File: src/rtl/mem_arb_pkg.sv
// mem_arb_pkg: FSM state encoding and widths shared with the load/store buffers
package mem_arb_pkg;
  typedef enum logic [1:0] {S_IDLE, S_ST_WR, S_LD_RD, S_CDB} state_t;
  localparam int DEF_TAG_W = 4;
  localparam int DEF_XLEN = 32;
endpackage

File: src/rtl/rr_arbiter.sv
// rr_arbiter: one-hot round-robin grant, searching upward from ptr and wrapping
module rr_arbiter #(
  parameter int N = 2,
  parameter int PW = (N > 1) ? $clog2(N) : 1
) (
  input  logic [N-1:0]  req,
  input  logic [PW-1:0] ptr,
  output logic [N-1:0]  gnt
);
  logic [N-1:0] hi, pick;
  always_comb begin
    hi = req & ~((N'(1) << ptr) - N'(1));
    pick = |hi ? hi : req;
    gnt = pick & (~pick + N'(1));
  end
endmodule

File: src/rtl/mem_access_arbiter.sv
// mem_access_arbiter: sequences single-port data memory for load/store slots, broadcasts loads on CDB
module mem_access_arbiter import mem_arb_pkg::*; #(
  parameter int NUM_LD = 2,
  parameter int NUM_ST = 2,
  parameter int TAG_W = DEF_TAG_W,
  parameter int XLEN = DEF_XLEN,
  parameter int MEM_LAT = 1,
  parameter int STARVE_MAX = 4
) (
  input  logic                    clk,
  input  logic                    rst_n,
  input  logic [NUM_LD-1:0]       ld_req,
  input  logic [NUM_LD*TAG_W-1:0] ld_tag,
  input  logic [NUM_LD*XLEN-1:0]  ld_addr,
  output logic [NUM_LD-1:0]       ld_ack,
  input  logic [NUM_ST-1:0]       st_req,
  input  logic [NUM_ST*XLEN-1:0]  st_addr,
  input  logic [NUM_ST*XLEN-1:0]  st_data,
  output logic [NUM_ST-1:0]       st_ack,
  output logic                    mem_we,
  output logic [XLEN-1:0]         mem_addr,
  output logic [XLEN-1:0]         mem_wdata,
  input  logic [XLEN-1:0]         mem_rdata,
  output logic                    cdb_req,
  output logic [TAG_W-1:0]        cdb_tag,
  output logic [XLEN-1:0]         cdb_data,
  input  logic                    cdb_grant,
  output logic                    busy
);
  localparam int PW = NUM_LD > 1 ? $clog2(NUM_LD) : 1;
  localparam int SW = $clog2(STARVE_MAX + 1);
  state_t state, state_d;
  logic [PW-1:0] rr_ptr, rr_ptr_d, ld_next;
  logic [SW-1:0] starve_cnt, starve_d;
  logic [1:0] lat_cnt, lat_d;
  logic [TAG_W-1:0] tag_q, tag_d, cdb_tag_d, ld_sel_tag;
  logic [NUM_LD-1:0] ld_gnt, ld_ack_d;
  logic [NUM_ST-1:0] st_gnt, st_ack_d;
  logic mem_we_d, cdb_req_d, ld_any, st_any, ld_win;
  logic [XLEN-1:0] mem_addr_d, mem_wdata_d, cdb_data_d, ld_sel_addr, st_sel_addr, st_sel_data;

  rr_arbiter #(.N(NUM_LD), .PW(PW)) u_rr (.req(ld_req), .ptr(rr_ptr), .gnt(ld_gnt));

  assign ld_any = |ld_req;
  assign st_any = |st_req;
  assign ld_win = ld_any && (starve_cnt == SW'(STARVE_MAX) || !st_any);
  assign busy = state != S_IDLE;

  always_comb begin
    st_gnt = st_req & (~st_req + NUM_ST'(1));
    ld_sel_addr = '0;
    ld_sel_tag = '0;
    ld_next = '0;
    st_sel_addr = '0;
    st_sel_data = '0;
    for (int i = 0; i < NUM_LD; i++)
      if (ld_gnt[i]) begin
        ld_sel_addr = ld_addr[i*XLEN +: XLEN];
        ld_sel_tag = ld_tag[i*TAG_W +: TAG_W];
        ld_next = PW'((i + 1) % NUM_LD);
      end
    for (int i = 0; i < NUM_ST; i++)
      if (st_gnt[i]) begin
        st_sel_addr = st_addr[i*XLEN +: XLEN];
        st_sel_data = st_data[i*XLEN +: XLEN];
      end
  end

  always_comb begin
    state_d = state;
    ld_ack_d = '0;
    st_ack_d = '0;
    mem_we_d = 1'b0;
    mem_addr_d = mem_addr;
    mem_wdata_d = mem_wdata;
    cdb_req_d = 1'b0;
    cdb_tag_d = cdb_tag;
    cdb_data_d = cdb_data;
    rr_ptr_d = rr_ptr;
    lat_d = lat_cnt;
    tag_d = tag_q;
    starve_d = ld_any ? starve_cnt : '0;
    case (state)
      S_IDLE:
        if (ld_win) begin
          state_d = S_LD_RD;
          ld_ack_d = ld_gnt;
          mem_addr_d = ld_sel_addr;
          tag_d = ld_sel_tag;
          rr_ptr_d = ld_next;
          starve_d = '0;
          lat_d = '0;
        end else if (st_any) begin
          state_d = S_ST_WR;
          st_ack_d = st_gnt;
          mem_we_d = 1'b1;
          mem_addr_d = st_sel_addr;
          mem_wdata_d = st_sel_data;
          starve_d = !ld_any ? '0 : starve_cnt == SW'(STARVE_MAX) ? starve_cnt : starve_cnt + SW'(1);
        end
      S_ST_WR: state_d = S_IDLE;
      S_LD_RD:
        if (lat_cnt == 2'(MEM_LAT - 1)) begin
          state_d = S_CDB;
          cdb_req_d = 1'b1;
          cdb_tag_d = tag_q;
          cdb_data_d = mem_rdata;
        end else lat_d = lat_cnt + 2'd1;
      default: begin
        state_d = cdb_grant ? S_IDLE : S_CDB;
        cdb_req_d = !cdb_grant;
      end
    endcase
  end

  always_ff @(posedge clk or negedge rst_n)
    if (!rst_n) begin
      state <= S_IDLE;
      rr_ptr <= '0;
      starve_cnt <= '0;
      lat_cnt <= '0;
      tag_q <= '0;
      ld_ack <= '0;
      st_ack <= '0;
      mem_we <= 1'b0;
      mem_addr <= '0;
      mem_wdata <= '0;
      cdb_req <= 1'b0;
      cdb_tag <= '0;
      cdb_data <= '0;
    end else begin
      state <= state_d;
      rr_ptr <= rr_ptr_d;
      starve_cnt <= starve_d;
      lat_cnt <= lat_d;
      tag_q <= tag_d;
      ld_ack <= ld_ack_d;
      st_ack <= st_ack_d;
      mem_we <= mem_we_d;
      mem_addr <= mem_addr_d;
      mem_wdata <= mem_wdata_d;
      cdb_req <= cdb_req_d;
      cdb_tag <= cdb_tag_d;
      cdb_data <= cdb_data_d;
    end
endmodule

File: config.mk
export PLATFORM = sky130hd
export DESIGN_NAME = mem_access_arbiter
export DESIGN_NICKNAME = d
export VERILOG_FILES = /design/src/rtl/mem_arb_pkg.sv /design/src/rtl/rr_arbiter.sv /design/src/rtl/mem_access_arbiter.sv
export SDC_FILE = /design/constraint.sdc
export NUM_CORES = 1
export LEC_CHECK = 0
export CORE_AREA = 2 2 133 135
export DETAILED_ROUTE_END_ITERATION = 12
export DIE_AREA = 0 0 135 137
export GPL_ROUTABILITY_DRIVEN = 1
export GPL_TIMING_DRIVEN = 0
export PLACE_DENSITY = 0.73
export RECOVER_POWER = 100
export SLEW_MARGIN = 20
export SYNTH_ARGS = -nofsm -noshare
export SYNTH_HDL_FRONTEND = slang
export SYNTH_SLANG_ARGS = --single-unit
File: constraint.sdc
create_clock -name clk -period 5 [get_ports clk]
set_input_delay 1 -clock clk [delete_from_list [all_inputs] [get_ports clk]]
set_output_delay 1 -clock clk [all_outputs]
set_load 0.01 [all_outputs]
==> reports/results.md <==
| Step | Quantity | Value |
| --- | --- | --- |
| status | Status | finished with violations |
| status | Violations in the final reports | capacitance limit, slew limit |
| power | Total power density per cell area | 499.8 nW/um^2 |
| worst setup path | CP endpoint | state[0]$_DFFE_PN0P_ |
| die | Area inside the core boundary | 17060 sq um |
| layout | # fillers | 1507 |
| power | Leakage Power | 4.197 nW |
| clock network | Post-cts sizing count | 0 |
| sta | Worst Slack Setup Final | 1.904 ns |
| sta | Headroom to the max-slew limit | -0.7855 |
| worst setup path | Number of cells on the critical path | 6 |
| layout | Final cell count without fillers | 1154 |
| logic synthesis | Avg Inst Size Synth | 10.18 sq um |
| sta | Final setup fails | 0 |
| logic synthesis | Count of mapped cells out of synthesis | 552 |
| worst setup path | Startpoint of the most critical register-to-register path | starve_cnt[1]$_DFFE_PN0P_ |
| sta | Setup Skew | 0.006370 ns |
| layout | Area added between synthesis and finish | 76.02% |
| die | Boundary Pins | 346 |
| die | Number of placement rows | 48 |
| global routing | Overall track demand over capacity in global routing | 0.2315 |
| layout | Antenna Cells | 0 |
| sta | Part of the cycle the worst path needs | 0.6192 |
| place | Routability-driven placement congestion ratio | 0.8897 |
| logic synthesis | Portion of synthesized cell area occupied by the leading cell type | 0.5254 |
| die | Overall die area | 18500 sq um |
| drt | Starting DRC count in detailed routing | 314 |
| drt | Antenna viol nets, final | 0 |
| die | Die Span X | 135 microns |
| worst setup path | Cells on worst reg2reg path | 7 |
| global routing | First-pass GRT wire length | 32.66 mm |
| worst setup path | Count of buffer and inverter cells on the critical path | 4 |
| logic synthesis | Count of warnings emitted by yosys | 0 |
| place | HPWL Detailed | 16.59 mm |
| sta | Final Hold Viols | 0 |
| drt | Number of iterations in the first detailed-routing pass | 5 |
| drt | Routed length on met1 | 8.443 mm |
| worst setup path | Terminus of the critical flop-to-flop path | rr_ptr$_DFFE_PN0P_ |
| logic synthesis | Post-Syn Area | 5620 sq um |
| global routing | Vias in the first global route | 5917 |
| layout | Fraction of layout instances using a drive strength above 1 | 0.1044 |
| logic synthesis | Largest cells by area after synthesis | dfrtp_1 (53%), a221oi_1 (10%), mux2_2 (7.4%), nand2_1 (6.5%), o31ai_1 (4.3%) |
| clock network | CTS Sinks | 118 |
| sta | Highest Clock Rate | 0.3230 GHz |
| worst setup path | Source of the critical timing path | st_req[0] |
| sta | Pin slew with the least headroom to its limit | 2.678 ns |
| worst setup path | Slowest stage cell, crit path | dlygate4sd3_1 |
| drt | Overall via count from detail_route | 5891 |
| layout | Final net count | 1158 |
| sta | Unrepaired setup endpoints after global routing | false |
| die | Vert. Die Dim | 137 microns |
| clock network | Number of hold-repair buffers added at the cts stage | 0 |
| worst setup path | Critical setup path kind | in -> reg |
| worst setup path | Worst setup slack for register-to-register paths | 2.65 ns |
| worst setup path | Longest individual stage delay on the worst path | 0.57 ns |
| worst setup path | Largest fanout on the critical path | 10 |
| drt | Final WL | 21.64 mm |
| logic synthesis | Area leader, netlist | dfrtp_1 |
| clock network | CTS tree | yes |
| run | Max-cap viol count | 1 |
| worst setup path | Critical path cell sequence | dlygate4sd3_1, clkbuf_1, o221ai_1, clkbuf_1, clkbuf_1, o21ai_0 |
| clock network | Post CTS Setup Buffer Count | 0 |
| worst setup path | Critical Path Most Common Cell | clkbuf_1 |
| clock network | CTS buffer count | 17 |
| place | PortBufs | 344 |
| worst setup path | Data required time of the worst path | 5.26 ns |
| logic synthesis | Number of different library cells in the post-synthesis netlist | 31 |
| logic synthesis | Post-synthesis sequential area ratio | 0.5254 |
| sta | Max Transition Viols Final | 46 |
| drt | Post-detailed-route wirelength per cell | 18.75 microns |
| global routing | Largest net degree at the start of global routing | 74 |
| place | Number of placed instances with taps included | 1122 |
| drt | Detailed-routed wire length on met2 | 10.70 mm |
| drt | Per-cell via count in the routed design | 5.105 |
| worst setup path | Arr. time, crit path | 3.35 ns |
| die | Initial Utilization | 0.3295 |
| worst hold path | Hold Path Class | reg -> reg |
| clock network | Clock Path Buffers | 2 |
| logic synthesis | Nets in the synthesized netlist | 794 |
| drt | Post-route DRC violation count | 0 |
| worst setup path | Type of element launching the critical path | input port |
| power | Largest voltage drop on the vdd net | 254.4 uV |
| sta | Crit path time final | 3.096 ns |
| global routing | Number of antenna violations at the first check in global routing | 0 |
| place | Post-Place Worst Slack | 1.953 ns |
| drt | Met3 wire length | 1.886 mm |
| clock network | H-Tree Depth | 4 |
| clock network | Worst skew pair latency | 0.41 ns |
| clock network | Post-CTS clock slew at the launch and capture registers of the worst setup and hold paths | 0.06 ns |
| clock network | Clk Tree Root Cell | clkbuf_16 |
| drt | Highest routed metal layer | met4 |
| worst setup path | Cell family contributing the most delay on the critical path | buffers and inverters |
| global routing | Overflow left after global routing | 0 |
| logic synthesis | Count of state elements after synthesis | 118 |
| worst setup path | Endpoint type of the worst setup path | flop |
==> worst min path at each step <==
stage / start / to / cells after the start
after detailed placement: mem_addr[18]$_DFFE_PN0P_ / mem_addr[18]$_DFFE_PN0P_ / 2
after floorplan: tag_q[0]$_DFFE_PN0P_ / tag_q[0]$_DFFE_PN0P_ / 2
after global placement: mem_addr[19]$_DFFE_PN0P_ / mem_addr[19]$_DFFE_PN0P_ / 2
after CTS: mem_addr[18]$_DFFE_PN0P_ / mem_addr[18]$_DFFE_PN0P_ / 2
final: mem_wdata[4]$_DFFE_PN0P_ / mem_wdata[4]$_DFFE_PN0P_ / 2
after global routing: mem_addr[1]$_DFFE_PN0P_ / mem_addr[1]$_DFFE_PN0P_ / 2
==> per-stage QoR <==
step | area (sq um) | utilization | power (mW) | TNS, ns | hold WS [ns]
after CTS | 9935 | 0.5825 | 5.187 | 0 | 0.4771
final | 9893 | 0.5800 | 4.945 | 0 | 0.4677
after floorplan | 5620 | - | 2.684 | 0 | 0.4701
after global routing | 9893 | 0.5800 | 5.276 | 0 | 0.4964
after detailed placement | 9374 | 0.5496 | 4.005 | 0 | 0.4650
after global placement | 9345 | 0.5479 | 3.954 | -213.52 | 0.4594
==> kinds of logic after synthesis <==
kind of cell	Yosys count	synth area share
flops	118	0.5254
compound gates	192	0.2438
fa+ha+maj	3	0.006679
mux	37	0.07413
buf+inv	58	0.04719
simple gates	144	0.1029
==> metal layers <==
metal / GRT usage / up-vias
met5: 0 / -
met4: 0.09838 / 0
met3: 0.07185 / 43
met2: 0.3965 / 289
met1: 0.2688 / 2785
li1: - / 2774
==> worst reg2reg max path, cell delays in order, from the launching register on <==
cell	delay, ns
dfrtp_1	0.40
inv_1	0.08
ha_1	0.18
a2bb2oi_2	0.08
nor2_1	0.61
clkbuf_1	0.46
nand2_1	0.21
a21o_1	0.22
==> power breakdown <==
part	internal (mW)	switching (mW)
Combinational	1.12	1.06
Sequential	1.38	0.218
Clock	0.709	0.445
Total	3.22	1.73
==> cells in the final DEF (no fill, tap or decap), drive strengths merged, types with 2 or more instances in the layout <==
master and count:
clkdlybuf4s50 233, dfrtp 118, dlygate4sd3 110, nand2 97
a221oi 64, clkbuf 47, o21ai 44, nor2 38
mux2 37, a21oi 34, o31ai 32, buf 27
inv 9, a22oi 6, clkinvlp 5, and3 4
a22o 3, ha 3, clkinv 3, a21boi 2
a21o 2, nor3 2
==> state kept, by name, summed over array words and instances (netlist names) <==
register    cells
cdb_data       32
cdb_req         1
cdb_tag         4
lat_cnt         2
ld_ack          2
mem_addr       32
mem_wdata      32
mem_we          1
rr_ptr          1
st_ack          2
starve_cnt      3
state           2
tag_q           4
==> area by class of cell <==
type	instances	area [sq um]	area share
Timing Repair Buffer	345	3465	0.3502
Buffer	51	221.5	0.02239
Clock buffer	21	460.4	0.04654
Multi-Input combinational cell	376	2386	0.2412
Inverter	7	26.28	0.002656
Sequential cell	118	2953	0.2985
Tap cell	225	281.5	0.02846
Clock inverter	11	100.1	0.01012
==> Yosys cell counts <==
library cell  instances
a2bb2oi_2             1
dfrtp_1             118
o2bb2ai_1             1
o221ai_2              1
nand2_1              97
and3_1                4
inv_2                 1
nor3_1                2
nor2_4                2
a2111oi_0             1
a22oi_1               6
o31ai_1              32
nand3b_1              1
a21oi_1              34
mux2_2               37
nor2_1               35
inv_1                 6
o21ai_1               7
buf_2                38
a21o_1                2
nor2b_1               1
clkbuf_1             11
nor2_2                1
o21ai_0              37
nand3_1               1
buf_1                 2
a21boi_4              2
a22o_1                3
o21bai_1              1
a221oi_1             64
ha_1                  3
Note: power is estimated with default switching activity, not from simulation.
